### src/rtl/data_bus_arbiter.sv
// data_bus_arbiter: three-master round-robin arbiter and multiplexer for the
// 8-bit data memory port. Master 0 = CPU, 1 = stack, 2 = debug/DMA.
//
// state | meaning
// ------+---------------------------------------------------------------
// IDLE  | no owner; any request is arbitrated at the next edge
// BUSY  | owner_q holds the bus while its req is high; each granted cycle
//       | is one beat, and an unlocked owner can be pre-empted
//
// The design is intentionally Moore on state/owner plus req gating: grant
// follows the owner's req combinationally so a master dropping req sees
// its grant fall in the same cycle.
module data_bus_arbiter #(
    parameter int unsigned MAX_BURST = 4
) (
    input  logic       clk,
    input  logic       rst_n,
    input  logic [2:0] req,
    input  logic [2:0] lock,
    input  logic [2:0] wr,
    input  logic [7:0] addr0,
    input  logic [7:0] addr1,
    input  logic [7:0] addr2,
    input  logic [7:0] dout0,
    input  logic [7:0] dout1,
    input  logic [7:0] dout2,
    output logic [2:0] grant,
    output logic [7:0] rd_data,
    output logic [7:0] mem_addr,
    output logic [7:0] mem_dout,
    output logic       mem_wr,
    output logic       mem_rd,
    input  logic [7:0] mem_din
);

    typedef enum logic {
        IDLE = 1'b0,
        BUSY = 1'b1
    } state_t;

    localparam logic [4:0] BURST_LIM = 5'(MAX_BURST);
    localparam logic [3:0] BEATS_MAX = 4'd15;

    state_t     state_q, state_d;
    logic [1:0] owner_q, owner_d;
    logic [1:0] last_q,  last_d;
    logic [3:0] beats_q, beats_d;

    logic       owner_req;
    logic       owner_lock;
    logic [2:0] others;
    logic       burst_done;

    // Round-robin pick: scan masters starting after 'prev', wrapping mod 3.
    // An out-of-range 'prev' restarts the scan at master 0.
    function automatic logic [1:0] rr_pick(input logic [2:0] r, input logic [1:0] prev);
        logic [1:0] c0, c1, c2;
        logic [1:0] pick;
        c0 = (prev == 2'd0) ? 2'd1 : (prev == 2'd1) ? 2'd2 : 2'd0;
        c1 = (c0 == 2'd2) ? 2'd0 : c0 + 2'd1;
        c2 = (c1 == 2'd2) ? 2'd0 : c1 + 2'd1;
        if (r[c0])
            pick = c0;
        else if (r[c1])
            pick = c1;
        else if (r[c2])
            pick = c2;
        else
            pick = 2'd0;
        return pick;
    endfunction

    // Owner's own request/lock and the requests from everyone else.
    always_comb begin
        owner_req  = 1'b0;
        owner_lock = 1'b0;
        others     = req;
        case (owner_q)
            2'd0: begin
                owner_req  = req[0];
                owner_lock = lock[0];
                others     = {req[2:1], 1'b0};
            end
            2'd1: begin
                owner_req  = req[1];
                owner_lock = lock[1];
                others     = {req[2], 1'b0, req[0]};
            end
            2'd2: begin
                owner_req  = req[2];
                owner_lock = lock[2];
                others     = {1'b0, req[1:0]};
            end
            default: begin
                owner_req  = 1'b0;
                owner_lock = 1'b0;
                others     = req;
            end
        endcase
    end

    // The current beat is the owner's MAX_BURST-th (or later) granted beat.
    assign burst_done = ({1'b0, beats_q} + 5'd1) >= BURST_LIM;

    // Next-state logic: arbitration, release hand-over and pre-emption.
    always_comb begin
        state_d = state_q;
        owner_d = owner_q;
        last_d  = last_q;
        beats_d = beats_q;
        case (state_q)
            IDLE: begin
                if (|req) begin
                    owner_d = rr_pick(req, last_q);
                    beats_d = 4'd0;
                    state_d = BUSY;
                end
            end
            BUSY: begin
                if (owner_q == 2'd3) begin
                    state_d = IDLE;
                end else if (!owner_req) begin
                    last_d = owner_q;
                    if (|others) begin
                        owner_d = rr_pick(others, owner_q);
                        beats_d = 4'd0;
                    end else begin
                        state_d = IDLE;
                    end
                end else if (burst_done && !owner_lock && (|others)) begin
                    // Pre-empted owner keeps req high and is re-queued by
                    // the round-robin order starting after itself.
                    last_d  = owner_q;
                    owner_d = rr_pick(others, owner_q);
                    beats_d = 4'd0;
                end else if (beats_q != BEATS_MAX) begin
                    beats_d = beats_q + 4'd1;
                end
            end
            default: begin
                state_d = IDLE;
            end
        endcase
    end

    // State registers with synchronous active-low reset; last=2 lets the CPU
    // win a tie right after reset.
    always_ff @(posedge clk) begin
        if (!rst_n) begin
            state_q <= IDLE;
            owner_q <= 2'd0;
            last_q  <= 2'd2;
            beats_q <= 4'd0;
        end else begin
            state_q <= state_d;
            owner_q <= owner_d;
            last_q  <= last_d;
            beats_q <= beats_d;
        end
    end

    // Grant and memory-port mux from the granted owner; all zero otherwise.
    always_comb begin
        grant    = 3'b000;
        mem_addr = 8'h00;
        mem_dout = 8'h00;
        mem_wr   = 1'b0;
        mem_rd   = 1'b0;
        if (state_q == BUSY && owner_req) begin
            case (owner_q)
                2'd0: begin
                    grant    = 3'b001;
                    mem_addr = addr0;
                    mem_dout = dout0;
                    mem_wr   = wr[0];
                    mem_rd   = ~wr[0];
                end
                2'd1: begin
                    grant    = 3'b010;
                    mem_addr = addr1;
                    mem_dout = dout1;
                    mem_wr   = wr[1];
                    mem_rd   = ~wr[1];
                end
                2'd2: begin
                    grant    = 3'b100;
                    mem_addr = addr2;
                    mem_dout = dout2;
                    mem_wr   = wr[2];
                    mem_rd   = ~wr[2];
                end
                default: begin
                    grant    = 3'b000;
                end
            endcase
        end
    end

    assign rd_data = mem_din;

endmodule

### config.mk
export PLATFORM = sky130hd
export DESIGN_NAME = data_bus_arbiter
export DESIGN_NICKNAME = d
export VERILOG_FILES = /design/src/rtl/data_bus_arbiter.sv
export SDC_FILE = /design/constraint.sdc
export NUM_CORES = 1
export LEC_CHECK = 0
export CORE_AREA = 8 8 68 70
export DETAILED_ROUTE_END_ITERATION = 6
export DIE_AREA = 0 0 76 78
export PLACE_DENSITY = 0.83
export SYNTH_ARGS = -nofsm -noshare
export SYNTH_HDL_FRONTEND = slang
export SYNTH_SLANG_ARGS = --single-unit
### constraint.sdc
create_clock -name clk -period 3.15 [get_ports clk]
set_input_delay 0.63 -clock clk [delete_from_list [all_inputs] [get_ports clk]]
set_output_delay 0.63 -clock clk [all_outputs]
set_load 0.03 [all_outputs]
After elaboration in Yosys (flattened, before gate mapping)

Cells that the tools add are included.

Output and inout port bits: 29
Word-level logic and storage cells: 107
Flip-flop bits (word level): 9
Input port bits: 67

Eq/ne operators: 15
Bitwise operators: 5
Multiplexer cells: 59
Order comparisons: 7
Add/subtract/negate cells: 6
Reduce and logical (&&, ||, !) cells: 11

Operators with widths:

| kind                | number |
|---|---|
| $pmux 8 s3          | 2 |
| $mux 2              | 21 |
| $mux 4              | 6 |
| $lt 2x3->1 const B  | 6 |
| $pmux 3 s3          | 2 |
| $mux 8              | 2 |
| $bmux 1 s2          | 6 |
| $eq 2x2->1 const B  | 6 |
| $mux 1              | 12 |
| $pmux 1 s3          | 4 |
| $add 2x1->2 const B | 4 |
| $pmux 4 s2          | 1 |
| $reduce_and 4->1    | 2 |
| $reduce_or 3->1     | 2 |
| $add 4x1->5 const B | 1 |
| $ge 5x3->1 const B  | 1 |
| $not 1->1           | 5 |
| $add 4x1->4 const B | 1 |
| $eq 2x1->1 const B  | 2 |
| $logic_not 2->1     | 2 |
| $ne 2x2->1 const B  | 2 |
| $ne 4x2->1 const B  | 1 |
| $ne 4x4->1 const B  | 1 |
| $pmux 2 s2          | 1 |
| other kinds (8)     | 10 |

Longest topological paths before layout

Word-level depth: 16
Depth in mapped cells: 7
Mapped depth without buffers: 6

Least setup slack after synthesis

OpenSTA, ideal clock, no wires.

Path type: in2out
Start: input req[0]
End: output grant[0]
Cell stages on the path: 6
Path slack: 0.460 ns
Data arrival time: 2.060 ns
Required time: 2.520 ns
Path through: clkbuf_2 -> mux2i_1 -> o21a_1 -> nand2b_1 -> clkbuf_1 -> nor3_1

Word-level cells in the longest chain between the ends: 3

Ends and longest elaborated chain:

| item               | line | RTL |
|---|---|---|
| start: declaration | 18   | `input logic [2:0] req,` |
| $pmux 1 s3         | 78   | `case (owner_q)` |
| $logic_and 1x1->1  | 169  | `if (state_q == BUSY && owner_req) begin` |
| $mux 3             | 169  |  |
| end: declaration   | 27   | `output logic [2:0] grant,` |

No other way between the ends.

Final worst setup path

Start: input req[1]
End: output mem_wr

Word-level cells in the longest chain between the ends: 3

Ends and longest elaborated chain:

| item              | line | RTL |
|---|---|---|
| $pmux 1 s3        | 78   |  |
| $logic_and 1x1->1 | 169  |  |
| $mux 1            | 169  |  |
| end: declaration  | 31   | `output logic mem_wr,` |

No other way between the ends.

==> results.toml <==
[cts]
htreeDepth = 1
clkLatencyLatePin_ns = 0.27
cts_root_buf = "clkbuf_4"
clockBufferDepth = 2
cts_buffers = 3
cts_setup_buffers = 0
clock_sinks = 9
ctsResizeCount = 0
cts_hold_buffers = 0
path_clk_slew_ns = 0.07
tritoncts = "done"

[global_route]
grt_pass1_wl_mm = 6.86
grt_overflow = 0
grt_antenna_before_repair = 0
track_usage = 0.135
grt_pass1_vias = 1448
grt_max_degree = 37

[die]
rows = 22
dieArea_um2 = 5930
start_util = 0.352
io_pins = 96
core_um2 = 3550
die_height_um = 78
die_w_um = 76

[sta]
worst_pin_slew_ns = 0.486
period_needed_ns = 2.77
fmax_mhz = 360
tns_ns = 0
fin_worst_skew_ns = 0.00243
relSlewSlack = 0.674
hold_viol_final = 0
rsz0062_at_grt = "false"
finalSetupViolations = 0
slew_violations = 0
min_period_over_period = 0.881

[synth]
ys_ff_latch = 9
syn-cell-area_um2 = 1250
syn_inst = 181
synth_top_family_by_area = "simple AND/OR/NAND/NOR gates"
synth-simple-area-share = 0.271
ys_types = 42
synthMuxAreaShare = 0.184
seq_area_frac_synth = 0.144
yosys_warnings = 0
synth_nets = 250
synth_xor_area_frac = 0
avgSynthCellArea_um2 = 6.91
async_flop_share = 0
synth-main-ff-cell = "dfxtp_1"
synth-edff-count = 0
synth_compound_area_frac = 0.267
synth_fa_ha_area_frac = 0.0200

[detailed_routing]
first_iter_violations = 66
wirelength_mm = 4.30
vias = 1518
dr.pass1.iters = 4
drc = 0
via_per_inst = 5.08
drtAntennaViolNets = 0
wire_per_inst_um = 14.4

[worst_setup_path]
cp_max_fo = 11
start_kind = "input port"
slowest_stage = "clkdlybuf4s50_1"
crit_top_cell = "buf_4"
worstPathRequired_ns = 2.52
path_cells = "clkdlybuf4s50_1, mux2i_1, o21a_1, nand2b_1, buf_4, a211oi_1, buf_4"
criticalPathCategory = "in2out"
cp_top_family = "buffers and inverters"
cp_num_buf_inv = 3
cp.arrival_ns = 2.14
slowest_delay_ns = 0.51
end_kind = "output port"

[cells_and_area]
fin_nets = 321
fillers = 331
final_area_um2 = 2010
drive_above_1_share = 0.167
multiInputGateArea_um2 = 928
area_delta_synth_final_pct = 60.9
diodes = 0
area.sequential_um2 = 180

[job]
maxCapViolCount = 0

[power_and_ir_drop]
powerDensity_nw_per_um2 = 262
p_leak_nw = 0.799
ir_drop_mv = 0.174

[placement]
routabilityCongestion = 0.817
io_buffers = 79
placed_area_um2 = 1990
hpwl_mm = 3.43

[status]
status = "finished, final reports clean"

[worst_hold_path]
hold_class = "reg2reg"
sequential cells by signal, summed over array words and instances (netlist names):
register,cells
beats_q,4
last_q,2
owner_q,2
state_q,1
cell families (layout without fill, tap and decap cells):
kind of cell,Yosys count,count (layout)
AND/OR/NAND/NOR,75,75
AO/OA/AOI/OAI,47,47
buffers and inverters,25,95
multiplexers,23,23
flip-flops,9,9
adder cells (fa/ha/maj),2,2
power breakdown:
group          total (W)  internal (W)  switching, W
Combinational   0.000307      0.000157      0.000150
Clock          0.0000936     0.0000471     0.0000465
Sequential      0.000128      0.000120    0.00000779
Total           0.000528      0.000324      0.000204
cell usage after synthesis, types with 3 or more instances:
master,count,area [um2]
o21ai_0,3,15.0
dfxtp_1,9,180
nor2_1,40,150
nand2_1,13,48.8
inv_1,3,11.3
nand2b_1,4,25.0
nor3_1,4,20.0
buf_4,8,60.1
mux2i_1,23,230
a21oi_1,21,105
o2111ai_1,3,26.3
nor2b_1,5,31.3
clkbuf_1,7,26.3
worst paths after layout:
check | from | end | cells after the start | slack [ns]
hold reg to reg | last_q[0]$_SDFFE_PN0P_ | last_q[0]$_SDFFE_PN0P_ | 2 | 0.51
setup reg to reg | owner_q[1]$_SDFFE_PN0P_ | last_q[0]$_SDFFE_PN0P_ | 6 | 1.26
hold / removal | last_q[0]$_SDFFE_PN0P_ | last_q[0]$_SDFFE_PN0P_ | 2 | 0.51
setup / recovery | req[1] | mem_wr | 7 | 0.38
stage by stage:
| step | instances | hold slack [ns] | worst slack, ns | util | power (W) |
|---|---|---|---|---|---|
| floorplan | 181 | 0.448 | 0.460 | - | 0.000325 |
| global placement | 295 | 0.465 | 0.432 | 0.559 | 0.000434 |
| detailed placement | 295 | 0.496 | 0.384 | 0.559 | 0.000439 |
| CTS | 299 | 0.505 | 0.388 | 0.567 | 0.000531 |
| global route | 299 | 0.545 | 0.293 | 0.567 | 0.000565 |
| finish | 299 | 0.507 | 0.376 | 0.567 | 0.000528 |
layout by cell type, fill, tap and decap left out, drive strengths merged, types with 2 or more instances in the layout:
master         instances
o21ai                  3
nor2b                  5
clkbuf                 3
nand2                 13
a21oi                 22
a211oi                 2
mux2i                 23
o2111ai                3
nor2                  40
o211ai                 2
inv                    3
clkdlybuf4s50         58
nand3                  2
buf                   30
dfxtp                  9
ha                     2
nand2b                 4
nor3                   5
a31oi                  2
o22ai                  3
layer usage:
layer | track usage | vias up | routed length (um)
li1 | - | 774 | -
met1 | 0.161 | 677 | 1890
met2 | 0.234 | 62 | 2080
met3 | 0.0276 | 5 | 270
met4 | 0.0471 | 0 | 53
met5 | 0 | - | 0
worst min-delay path, delay by kind of cell, from the launching register on:
| family | cells | cell delay [ns] |
|---|---|---|
| DFF | 1 | 0.34 |
| and+or+nand+nor | 1 | 0.06 |
| muxes | 1 | 0.06 |
cell type report:
cell class / count / area share
multi-input cells: 147 / 0.461
repair buffers: 88 / 0.400
flip-flops and latches: 9 / 0.0895
well taps: 48 / 0.0298
clock buffers: 3 / 0.0112
inverters: 3 / 0.00559
clock inverters: 1 / 0.00249
(Power assumes the default switching activity.)
